--- src/rtl/pcie_lite_pkg.sv ---
// pcie_lite_pkg: LTSSM, TLP, error and completion encodings plus timing constants for pcie_lite.
// Latency: none (definitions only); backpressure: n/a.
package pcie_lite_pkg;

  typedef enum logic [3:0] {
    LT_DETECT   = 4'd0,
    LT_POLLING  = 4'd1,
    LT_CONFIG   = 4'd2,
    LT_L0       = 4'd3,
    LT_RECOVERY = 4'd4
  } ltssm_e;

  localparam logic [2:0] TLP_MRD = 3'd0;
  localparam logic [2:0] TLP_MWR = 3'd1;

  localparam logic [3:0] ERR_LCRC        = 4'd1;
  localparam logic [3:0] ERR_CPL_TIMEOUT = 4'd2;
  localparam logic [3:0] ERR_ECRC        = 4'd3;
  localparam logic [3:0] ERR_MALFORMED   = 4'd4;

  localparam logic [2:0] CPL_SC = 3'b000;
  localparam logic [2:0] CPL_CA = 3'b100;

  localparam int LINK_TRAIN_CYC  = 10;
  localparam int RECOVERY_CYC    = 20;
  localparam int CPL_LAT_CYC     = 4;
  localparam int CPL_TIMEOUT_CYC = 64;

  localparam logic [2:0] LINK_SPEED_L0 = 3'd3;
  localparam logic [4:0] LINK_WIDTH_L0 = 5'd16;

  typedef struct packed {
    logic [4:0]  rsvd0;
    logic [2:0]  typ;
    logic [7:0]  tag;
    logic [5:0]  rsvd1;
    logic [9:0]  length;
    logic [31:0] address;
  } hdr_t;

  function automatic hdr_t make_hdr(input logic [2:0] typ, input logic [7:0] tag,
                                    input logic [9:0] length, input logic [31:0] address);
    hdr_t h;
    h         = '0;
    h.typ     = typ;
    h.tag     = tag;
    h.length  = length;
    h.address = address;
    return h;
  endfunction

endpackage

--- src/rtl/pcie_lite_ltssm.sv ---
// pcie_lite_ltssm: link training state machine with LCRC rising-edge detect and link status outputs.
// Latency: state steps after 10/10/10 cycles of training, 20 cycles of recovery; backpressure: none.
module pcie_lite_ltssm
  import pcie_lite_pkg::*;
(
  input  logic       clk,
  input  logic       rst_n,
  input  logic       crc_err,
  output ltssm_e     state,
  output logic       lcrc_evt,
  output logic       link_up,
  output logic [2:0] link_speed,
  output logic [4:0] link_width
);

  ltssm_e     state_q, state_d;
  logic [4:0] cnt_q, cnt_d;
  logic       crc_q;
  logic       crc_rise;

  assign crc_rise = crc_err & ~crc_q;

  always_ff @(posedge clk) begin
    if (!rst_n) begin
      state_q <= LT_DETECT;
      cnt_q   <= '0;
      crc_q   <= 1'b0;
    end else begin
      state_q <= state_d;
      cnt_q   <= cnt_d;
      crc_q   <= crc_err;
    end
  end

  always_comb begin
    state_d  = state_q;
    cnt_d    = cnt_q + 5'd1;
    lcrc_evt = 1'b0;
    unique case (state_q)
      LT_DETECT: begin
        if (cnt_q == 5'(LINK_TRAIN_CYC - 1)) begin
          state_d = LT_POLLING;
          cnt_d   = '0;
        end
      end
      LT_POLLING: begin
        if (cnt_q == 5'(LINK_TRAIN_CYC - 1)) begin
          state_d = LT_CONFIG;
          cnt_d   = '0;
        end
      end
      LT_CONFIG: begin
        if (cnt_q == 5'(LINK_TRAIN_CYC - 1)) begin
          state_d = LT_L0;
          cnt_d   = '0;
        end
      end
      LT_L0: begin
        cnt_d = '0;
        if (crc_rise) begin
          state_d  = LT_RECOVERY;
          lcrc_evt = 1'b1;
        end
      end
      LT_RECOVERY: begin
        if (cnt_q == 5'(RECOVERY_CYC - 1)) begin
          state_d = LT_L0;
          cnt_d   = '0;
        end
      end
      default: begin
        state_d = LT_DETECT;
        cnt_d   = '0;
      end
    endcase
  end

  assign state      = state_q;
  assign link_up    = (state_q == LT_L0);
  assign link_speed = link_up ? LINK_SPEED_L0 : 3'd0;
  assign link_width = link_up ? LINK_WIDTH_L0 : 5'd0;

endmodule

--- src/rtl/pcie_lite.sv ---
// pcie_lite: single-outstanding MRd/MWr endpoint over a 16x32 memory with error reporting; PCIE_LITE_ERR_INJ_EN enables inject_* inputs.
// Latency: completion 4 cycles after MRd acceptance; backpressure: tlp_ready low off-L0 or with a read outstanding, completion held until cpl_ready.
module pcie_lite
  import pcie_lite_pkg::*;
(
  input  logic        clk,
  input  logic        rst_n,
  input  logic        tlp_valid,
  input  logic [2:0]  tlp_type,
  input  logic [31:0] tlp_address,
  input  logic [31:0] tlp_data,
  input  logic [7:0]  tlp_tag,
  input  logic [9:0]  tlp_length,
  output logic        tlp_ready,
  output logic        cpl_valid,
  output logic [2:0]  cpl_status,
  output logic [31:0] cpl_data,
  output logic [7:0]  cpl_tag,
  input  logic        cpl_ready,
  input  logic        inject_crc_error,
  input  logic        inject_timeout,
  input  logic        inject_ecrc_error,
  input  logic        inject_malformed_tlp,
  output logic        error_valid,
  output logic [3:0]  error_type,
  output logic [63:0] error_header,
  output logic [3:0]  ltssm_state,
  output logic        link_up,
  output logic [2:0]  link_speed,
  output logic [4:0]  link_width
);

  localparam int NSRC = 4;
  // Source index doubles as report priority: 0 is served first.
  localparam logic [3:0] SRC_CODE [NSRC] = '{ERR_LCRC, ERR_MALFORMED, ERR_ECRC, ERR_CPL_TIMEOUT};

  logic inj_crc, inj_to, inj_ecrc, inj_mal;
`ifdef PCIE_LITE_ERR_INJ_EN
  assign inj_crc  = inject_crc_error;
  assign inj_to   = inject_timeout;
  assign inj_ecrc = inject_ecrc_error;
  assign inj_mal  = inject_malformed_tlp;
`else
  logic unused_inj;
  assign unused_inj = ^{inject_crc_error, inject_timeout, inject_ecrc_error, inject_malformed_tlp};
  assign inj_crc    = 1'b0;
  assign inj_to     = 1'b0;
  assign inj_ecrc   = 1'b0;
  assign inj_mal    = 1'b0;
`endif

  ltssm_e lt_state;
  logic   lcrc_evt;

  pcie_lite_ltssm u_ltssm (
    .clk        (clk),
    .rst_n      (rst_n),
    .crc_err    (inj_crc),
    .state      (lt_state),
    .lcrc_evt   (lcrc_evt),
    .link_up    (link_up),
    .link_speed (link_speed),
    .link_width (link_width)
  );

  assign ltssm_state = lt_state;

  logic [31:0] mem [16];
  logic        rd_out_q, rd_cpl_q, rd_ca_q, rd_to_q;
  logic [6:0]  rd_cnt_q;
  logic [7:0]  rd_tag_q;
  logic [3:0]  rd_idx_q;
  hdr_t        rd_hdr_q, last_hdr_q, acc_hdr;
  logic        acc, mal, acc_mal, acc_ecrc, acc_wr, acc_rd;
  logic        cpl_fire, to_fire, cpl_hs;

  logic [NSRC-1:0] evt, pend_q, gnt;
  hdr_t            evt_hdr    [NSRC];
  hdr_t            pend_hdr_q [NSRC];

  assign tlp_ready = link_up && !rd_out_q;
  assign acc       = tlp_valid && tlp_ready;
  assign acc_hdr   = make_hdr(tlp_type, tlp_tag, tlp_length, tlp_address);
  assign mal       = ((tlp_type != TLP_MRD) && (tlp_type != TLP_MWR)) || (tlp_length != 10'd1) || inj_mal;
  assign acc_mal   = acc && mal;
  assign acc_ecrc  = acc && !mal && inj_ecrc;
  assign acc_wr    = acc && !mal && (tlp_type == TLP_MWR) && !inj_ecrc;
  assign acc_rd    = acc && !mal && (tlp_type == TLP_MRD);
  assign cpl_hs    = cpl_valid && cpl_ready;

  // Completions only leave while the link is in L0; a read finishing during recovery waits here.
  assign cpl_fire = rd_out_q && !rd_to_q && !rd_cpl_q && link_up && (rd_cnt_q >= 7'(CPL_LAT_CYC - 1));
  assign to_fire  = rd_out_q && rd_to_q && (rd_cnt_q == 7'(CPL_TIMEOUT_CYC - 2));

  always_ff @(posedge clk) begin
    if (!rst_n) begin
      for (int i = 0; i < 16; i++) mem[i] <= '0;
      last_hdr_q <= '0;
    end else if (acc) begin
      last_hdr_q <= acc_hdr;
      if (acc_wr) mem[tlp_address[5:2]] <= tlp_data;
    end
  end

  always_ff @(posedge clk) begin
    if (!rst_n) begin
      rd_out_q <= 1'b0;
      rd_cpl_q <= 1'b0;
      rd_ca_q  <= 1'b0;
      rd_to_q  <= 1'b0;
      rd_cnt_q <= '0;
      rd_tag_q <= '0;
      rd_idx_q <= '0;
      rd_hdr_q <= '0;
    end else if (acc_rd) begin
      rd_out_q <= 1'b1;
      rd_cpl_q <= 1'b0;
      rd_ca_q  <= inj_ecrc;
      rd_to_q  <= inj_to;
      rd_cnt_q <= '0;
      rd_tag_q <= tlp_tag;
      rd_idx_q <= tlp_address[5:2];
      rd_hdr_q <= acc_hdr;
    end else if (rd_out_q) begin
      if (rd_cnt_q != 7'(CPL_TIMEOUT_CYC - 1)) rd_cnt_q <= rd_cnt_q + 7'd1;
      if (cpl_fire) rd_cpl_q <= 1'b1;
      if (cpl_hs || gnt[3]) rd_out_q <= 1'b0;
    end
  end

  always_ff @(posedge clk) begin
    if (!rst_n) begin
      cpl_valid  <= 1'b0;
      cpl_status <= '0;
      cpl_data   <= '0;
      cpl_tag    <= '0;
    end else begin
      if (cpl_hs) cpl_valid <= 1'b0;
      if (cpl_fire) begin
        cpl_valid  <= 1'b1;
        cpl_tag    <= rd_tag_q;
        cpl_status <= rd_ca_q ? CPL_CA : CPL_SC;
        cpl_data   <= rd_ca_q ? 32'd0 : mem[rd_idx_q];
      end
    end
  end

  assign evt        = {to_fire, acc_ecrc, acc_mal, lcrc_evt};
  assign evt_hdr[0] = last_hdr_q;
  assign evt_hdr[1] = acc_hdr;
  assign evt_hdr[2] = acc_hdr;
  assign evt_hdr[3] = rd_hdr_q;

  always_comb begin
    gnt = '0;
    for (int i = NSRC - 1; i >= 0; i--) begin
      if (pend_q[i]) begin
        gnt    = '0;
        gnt[i] = 1'b1;
      end
    end
  end

  always_ff @(posedge clk) begin
    if (!rst_n) begin
      pend_q       <= '0;
      error_valid  <= 1'b0;
      error_type   <= '0;
      error_header <= '0;
      for (int i = 0; i < NSRC; i++) pend_hdr_q[i] <= '0;
    end else begin
      error_valid <= |gnt;
      for (int i = 0; i < NSRC; i++) begin
        if (gnt[i]) begin
          error_type   <= SRC_CODE[i];
          error_header <= pend_hdr_q[i];
        end
        pend_q[i] <= (pend_q[i] & ~gnt[i]) | evt[i];
        if (evt[i] && (!pend_q[i] || gnt[i])) pend_hdr_q[i] <= evt_hdr[i];
      end
    end
  end

endmodule

--- config.mk ---
export PLATFORM = sky130hd
export DESIGN_NAME = pcie_lite
export DESIGN_NICKNAME = d
export VERILOG_FILES = /design/src/rtl/pcie_lite_pkg.sv /design/src/rtl/pcie_lite_ltssm.sv /design/src/rtl/pcie_lite.sv
export SDC_FILE = /design/constraint.sdc
export NUM_CORES = 1
export LEC_CHECK = 0
export ABC_AREA = 1
export BUFFER_PORTS_ARGS = -buffer_cell sky130_fd_sc_hd__buf_2
export CAP_MARGIN = 25
export CORE_UTILIZATION = 55
export CTS_BUF_LIST = sky130_fd_sc_hd__clkbuf_8
export DETAILED_ROUTE_END_ITERATION = 6
export PLACE_DENSITY = 0.8
export SYNTH_ARGS = -nofsm -noshare
export SYNTH_HDL_FRONTEND = slang
export SYNTH_SLANG_ARGS = --single-unit
--- constraint.sdc ---
create_clock -name clk -period 3.7 [get_ports clk]
set_input_delay 0 -clock clk [delete_from_list [all_inputs] [get_ports clk]]
set_output_delay 0 -clock clk [all_outputs]
set_load 0.005 [all_outputs]
-- Word level (Yosys, flattened, before mapping)
Memories as Yosys holds them, arrays and structs flattened. A register that Yosys moved wholly into a read port is not among the register bits.
Cells that the tools add are included.
- register bits: 111
- RAM bits: 724
- logic and storage cells: 121
- memories: 2
- ROM bits: 0
- latch bits: 0
- reductions and logical operators: 36
- multipliers: 0
- equality and inequality tests: 14
- shift operators: 0
- div/mod/pow operators: 0
- add/subtract/negate cells: 2
- multiplexer cells: 39
- $lt $le $gt $ge: 1
- bitwise logic cells: 12
- memories (name ; depth ; width ; rd ports ; clocked after memory_dff ; write ports ; line ; RTL):
    mem ; 16 ; 32 ; 1 ; 1 ; 16 ; pcie_lite.sv:68 ; logic [31:0] mem [16];
    pend_hdr_q ; 4 ; 53 ; 4 ; 0 ; 4 ; pcie_lite.sv:79 ; hdr_t pend_hdr_q [NSRC];
- operator list (operator ; number):
    $mux 64 ; 4
    $mux 53 ; 1
    $mux 4 ; 9
    $mux 32 ; 1
    $reduce_or 32->1 ; 1
    $pmux 4 s5 ; 1
    $mux 5 ; 3
    $mux 1 ; 14
    $logic_and 1x1->1 ; 12
    $ne 10x1->1 const B ; 1
    $pmux 5 s2 ; 1
    $eq 4x2->1 const B ; 2
    $ne 2x1->1 const B ; 4
    $add 7x1->7 const B ; 1
    $ge 7x2->1 const B ; 1
    $ne 7x6->1 const B ; 1
    $mux 2 ; 3
    $mux 3 ; 2
    $not 1->1 ; 6
    $reduce_bool 3->1 ; 2
    $reduce_or 3->1 ; 2
    $add 5x1->5 const B ; 1
    $eq 5x4->1 const B ; 1
    $eq 5x5->1 const B ; 1
    other kinds (16) ; 29

-- Depth between registers and ports, before layout
- depth in word-level cells: 12
- gate-level depth with buffers: 12

-- Cells and area by module
A second synthesis with hierarchy kept.
- cell total of the unflattened synthesis: 3874
- area total of the unflattened synthesis: 35515.3 um^2
- by module, submodules not included (module ; area each (um^2) ; sequential area each (um^2) ; times used ; cells an instance):
    pcie_lite ; 34988.6 ; 22081.2 ; 1 ; 3802
    pcie_lite_ltssm ; 526.8 ; 180.2 ; 1 ; 72

-- Worst setup path after synthesis
No wires, ideal clock.
- path type: reg2reg
- start: reg u_ltssm.state_q[0] (netlist: u_ltssm.state[0])
- end: mem mem[10][0] (enable)
- clock period less this slack: 2.739 ns
- stages on the path, launching flop included: 9
- data arrival time: 2.349 ns
- slack: 0.961 ns
- cell sequence: dfxtp_1 ha_1 and3_1 nand3_2 nor2_4 buf_12 nand4_4 buf_2 nand2_1
- RTL lines (element ; line ; RTL):
    from (decl) ; pcie_lite_ltssm.sv:16 ; ltssm_e state_q, state_d;
    from (signal assigned) ; pcie_lite_ltssm.sv:29 ; state_q <= state_d;
    to (decl) ; pcie_lite.sv:68 ;

==> flow_summary.toml <==
[pwr]
power_switching_mw = 3.92
clkPwrFrac_pct = 39.3
p_leak_nw = 16.9
p_int_mw = 12.9
pwr-share-seq_pct = 55.9
combPwrFrac_pct = 4.8
netSwitchingFraction_pct = 23.2
power.density_nw_per_um2 = 444
peakVddDrop_mv = 0.273

[worst_hold_path]
worstHoldStart = "tlp_valid"
min_to = "pend_hdr_q[1][46]$_SDFFCE_PN0P_"
holdCritPathClass = "in2reg"
hold_depth = 4

[floorplanning]
fp.dieW_um = 248
start_util_pct = 56.0
io_pins = 220
std_cell_rows = 89
fp.dieArea_sq_um = 61400
core_area_sq_um = 59400
die_y_um = 248

[flow_run]
maxCapViolations = 0

[timing]
slew_violations = 0
max_freq_mhz = 342
fin_skew_ns = 0.0575
slew_headroom_pct = 28.2
period_needed_ns = 2.92
rsz0062_at_grt = "no"
holdWs_ns = 0.0858
layout_setup_ws_ns = 0.779
setup_viol = 0
hold_violations = 0
fin_crit_sh_pct = 79.0
tightestPinTransition_ns = 1.08
finalSetupTns_ns = 0

[synthesis]
synthMostInstantiatedCell = "nand2_1"
syn_inst = 3606
synth_area_leaders = "edfxtp_1 (56%), nand2_1 (11%), nor2_1 (8.1%), dfxtp_1 (7.8%), nand3_1 (5.4%)"
synth_edf_count = 618
ys_warn_count = 0
synth_top_area_share_pct = 55.8
avgSynthCellArea_sq_um = 9.22
ys_seq_area_share_pct = 63.6
synthFlopType = "edfxtp_1"
yosysTopAreaCell = "edfxtp_1"
yosysUniqueCellTypes = 31
ys_ff_latch = 747
synth_top_cells_by_count = "nand2_1 (931), nor2_1 (717), edfxtp_1 (618)"
async_flop_share_pct = 0
syn_area_sq_um = 33200

[global_route]
grt_pass1_vias = 25200
grt_first_pass_wirelength_mm = 133
grt-ovfl-total = 0
antenna_found_initial = 6
grtUsageTotal_pct = 28.3
grt_max_degree = 113

[place]
hpwl_mm = 47.9
placed_cell_area_sq_um = 34800
dp_worst_setup_slack_ns = 0.852
gp_congestion = 0.813
dp_cells = 4396
io_buffers = 193

[route]
routed_via_density = 5.45
vias = 25700
avgRoutedWirePerCell_um = 18.4
drc = 14
ant_nets = 0
finalWirelength_mm = 86.9
dr.pass1.iters = 7
dr.first_iter.drc_count = 2709

[worst_setup_path]
crit_fanout = 22
arrival_ns = 3.34
start_kind = "flip-flop"
r2r-start = "u_ltssm.state[0]$_SDFFE_PN0P_"
ff2ff_path_depth = 7
critPathRequiredTime_ns = 4.12
rrSetupSlack_ns = 0.78
crit_type = "reg2reg"
r2r_end = "mem[3][31]$_SDFFCE_PN0P_"
worst_setup_path_end_kind = "flip-flop"

[cts]
cts.sinks = 747
clk_latency_ns = 0.75
ctsResizeCount = 0
htree_levels = 3
clockBufferDepth = 3
cts_buffers = 115
cts-root-buf = "clkbuf_8"
clk_pin_slew_ns = 0.07
cts_tree = "built"

[layout]
nets = 3934
multiInputGateArea_sq_um = 9480
area.growth.synth_to_final_pct = 14.2
final_cell_area_sq_um = 38000
drive_gt1_share_pct = 12.1
fill_cells = 4582
regArea_sq_um = 21200
final_cell_count_no_fill = 4712

[outcome]
violations = "DRC"
status = "finished, violations left"
[sequential cells by signal (all words and copies together), names as in the netlist, 5 cells and up]
name and count:
cpl_tag 8, error_header 53, mem 512, u_ltssm.cnt_q 5, pend_hdr_q 106, rd_cnt_q 7, evt_hdr 8, cpl_data 32
[metal layers]
metal  wire length, um  global-route usage (%)  up-vias
li1                  -                       -    11900
met1             32600                    35.3    12100
met2             42100                    46.8     1403
met3              8850                    5.41      267
met4              3430                    14.6        4
met5                24                       0        -
[layout by cell type (no fill, tap or decap), types with 48 or more instances in the layout]
master | netlist | routed
nand3_1 | 359 | 358
buf_4 | 25 | 52
dlygate4sd3_1 | 0 | 92
nor2_1 | 717 | 716
a22oi_1 | 48 | 48
edfxtp_1 | 618 | 618
buf_2 | 51 | 193
inv_1 | 391 | 436
dfxtp_1 | 129 | 124
nand2_1 | 931 | 914
a21oi_1 | 58 | 58
clkbuf_8 | 0 | 133
[per-stage QoR]
stage | util (%) | power, mW
floorplan | - | 10.0
global placement | 58.6 | 10.3
detailed placement | 58.6 | 10.3
CTS | 63.9 | 16.9
global route | 63.9 | 17.4
finish | 64.0 | 16.9
[kinds of logic (layout without fill, tap and decap cells)]
| kind of cell | count (synthesis) | after routing | share of synthesized area [%] |
|---|---|---|---|
| flip-flops | 747 | 747 | 63.6 |
| XOR/XNOR | 3 | 3 | 0.0791 |
| AND/OR/NAND/NOR | 2044 | 2044 | 25.2 |
| adder cells (fa/ha/maj) | 8 | 8 | 0.301 |
| other | 1 | 27 | 0.0113 |
| buffers and inverters | 662 | 969 | 8.27 |
| AO/OA/AOI/OAI | 141 | 141 | 2.53 |
[power by group through the flow]
stage / clock (mW) / sequential (mW) / combinational [mW]
after floorplan: 0 / 9.59 / 0.448
after global placement: 0 / 9.58 / 0.706
after detailed placement: 0 / 9.60 / 0.726
after CTS: 6.66 / 9.42 / 0.804
after global routing: 7.05 / 9.44 / 0.895
final: 6.63 / 9.42 / 0.811
[how the worst max path moves through the flow]
stage / start / cells past startpoint / slack [ns] / endpoint
global placement: u_ltssm.state[0]$_SDFFE_PN0P_ / 7 / 0.91 / mem[13][18]$_SDFFCE_PN0P_
detailed placement: u_ltssm.state[0]$_SDFFE_PN0P_ / 7 / 0.85 / mem[13][18]$_SDFFCE_PN0P_
global route: u_ltssm.state[0]$_SDFFE_PN0P_ / 7 / 0.57 / mem[13][19]$_SDFFCE_PN0P_
CTS: u_ltssm.state[0]$_SDFFE_PN0P_ / 7 / 0.82 / mem[13][18]$_SDFFCE_PN0P_
floorplan: u_ltssm.state[0]$_SDFFE_PN0P_ / 8 / 0.96 / mem[10][0]$_SDFFCE_PN0P_
finish: u_ltssm.state[0]$_SDFFE_PN0P_ / 7 / 0.78 / mem[3][31]$_SDFFCE_PN0P_
[worst max-delay path, cell delays in order, from the launching register on]
cell	delay (ns)
dfxtp_1	0.41
ha_1	0.37
and3_1	0.33
nand3_2	0.13
nor2_4	0.45
nand4_1	0.22
nand2_2	0.40
buf_12	0.25
[layout make-up]
type | count | share of cell area [%]
sequential | 747 | 55.7
inverter | 398 | 3.98
tap | 773 | 2.55
multi-input combinational | 2218 | 25.0
clock buffer | 133 | 4.82
antenna | 5 | 0.0330
timing repair buffer | 353 | 6.84
clock inverter | 85 | 1.08
[timing repair]
action                                  in CTS  in global routing
endpoints found under the setup margin       0                  0
hold buffers                                92                  0
buffers inserted                             0                  0
hold endpoints to repair                   670                  0
No activity file was read; power rests on OpenSTA's default activity.
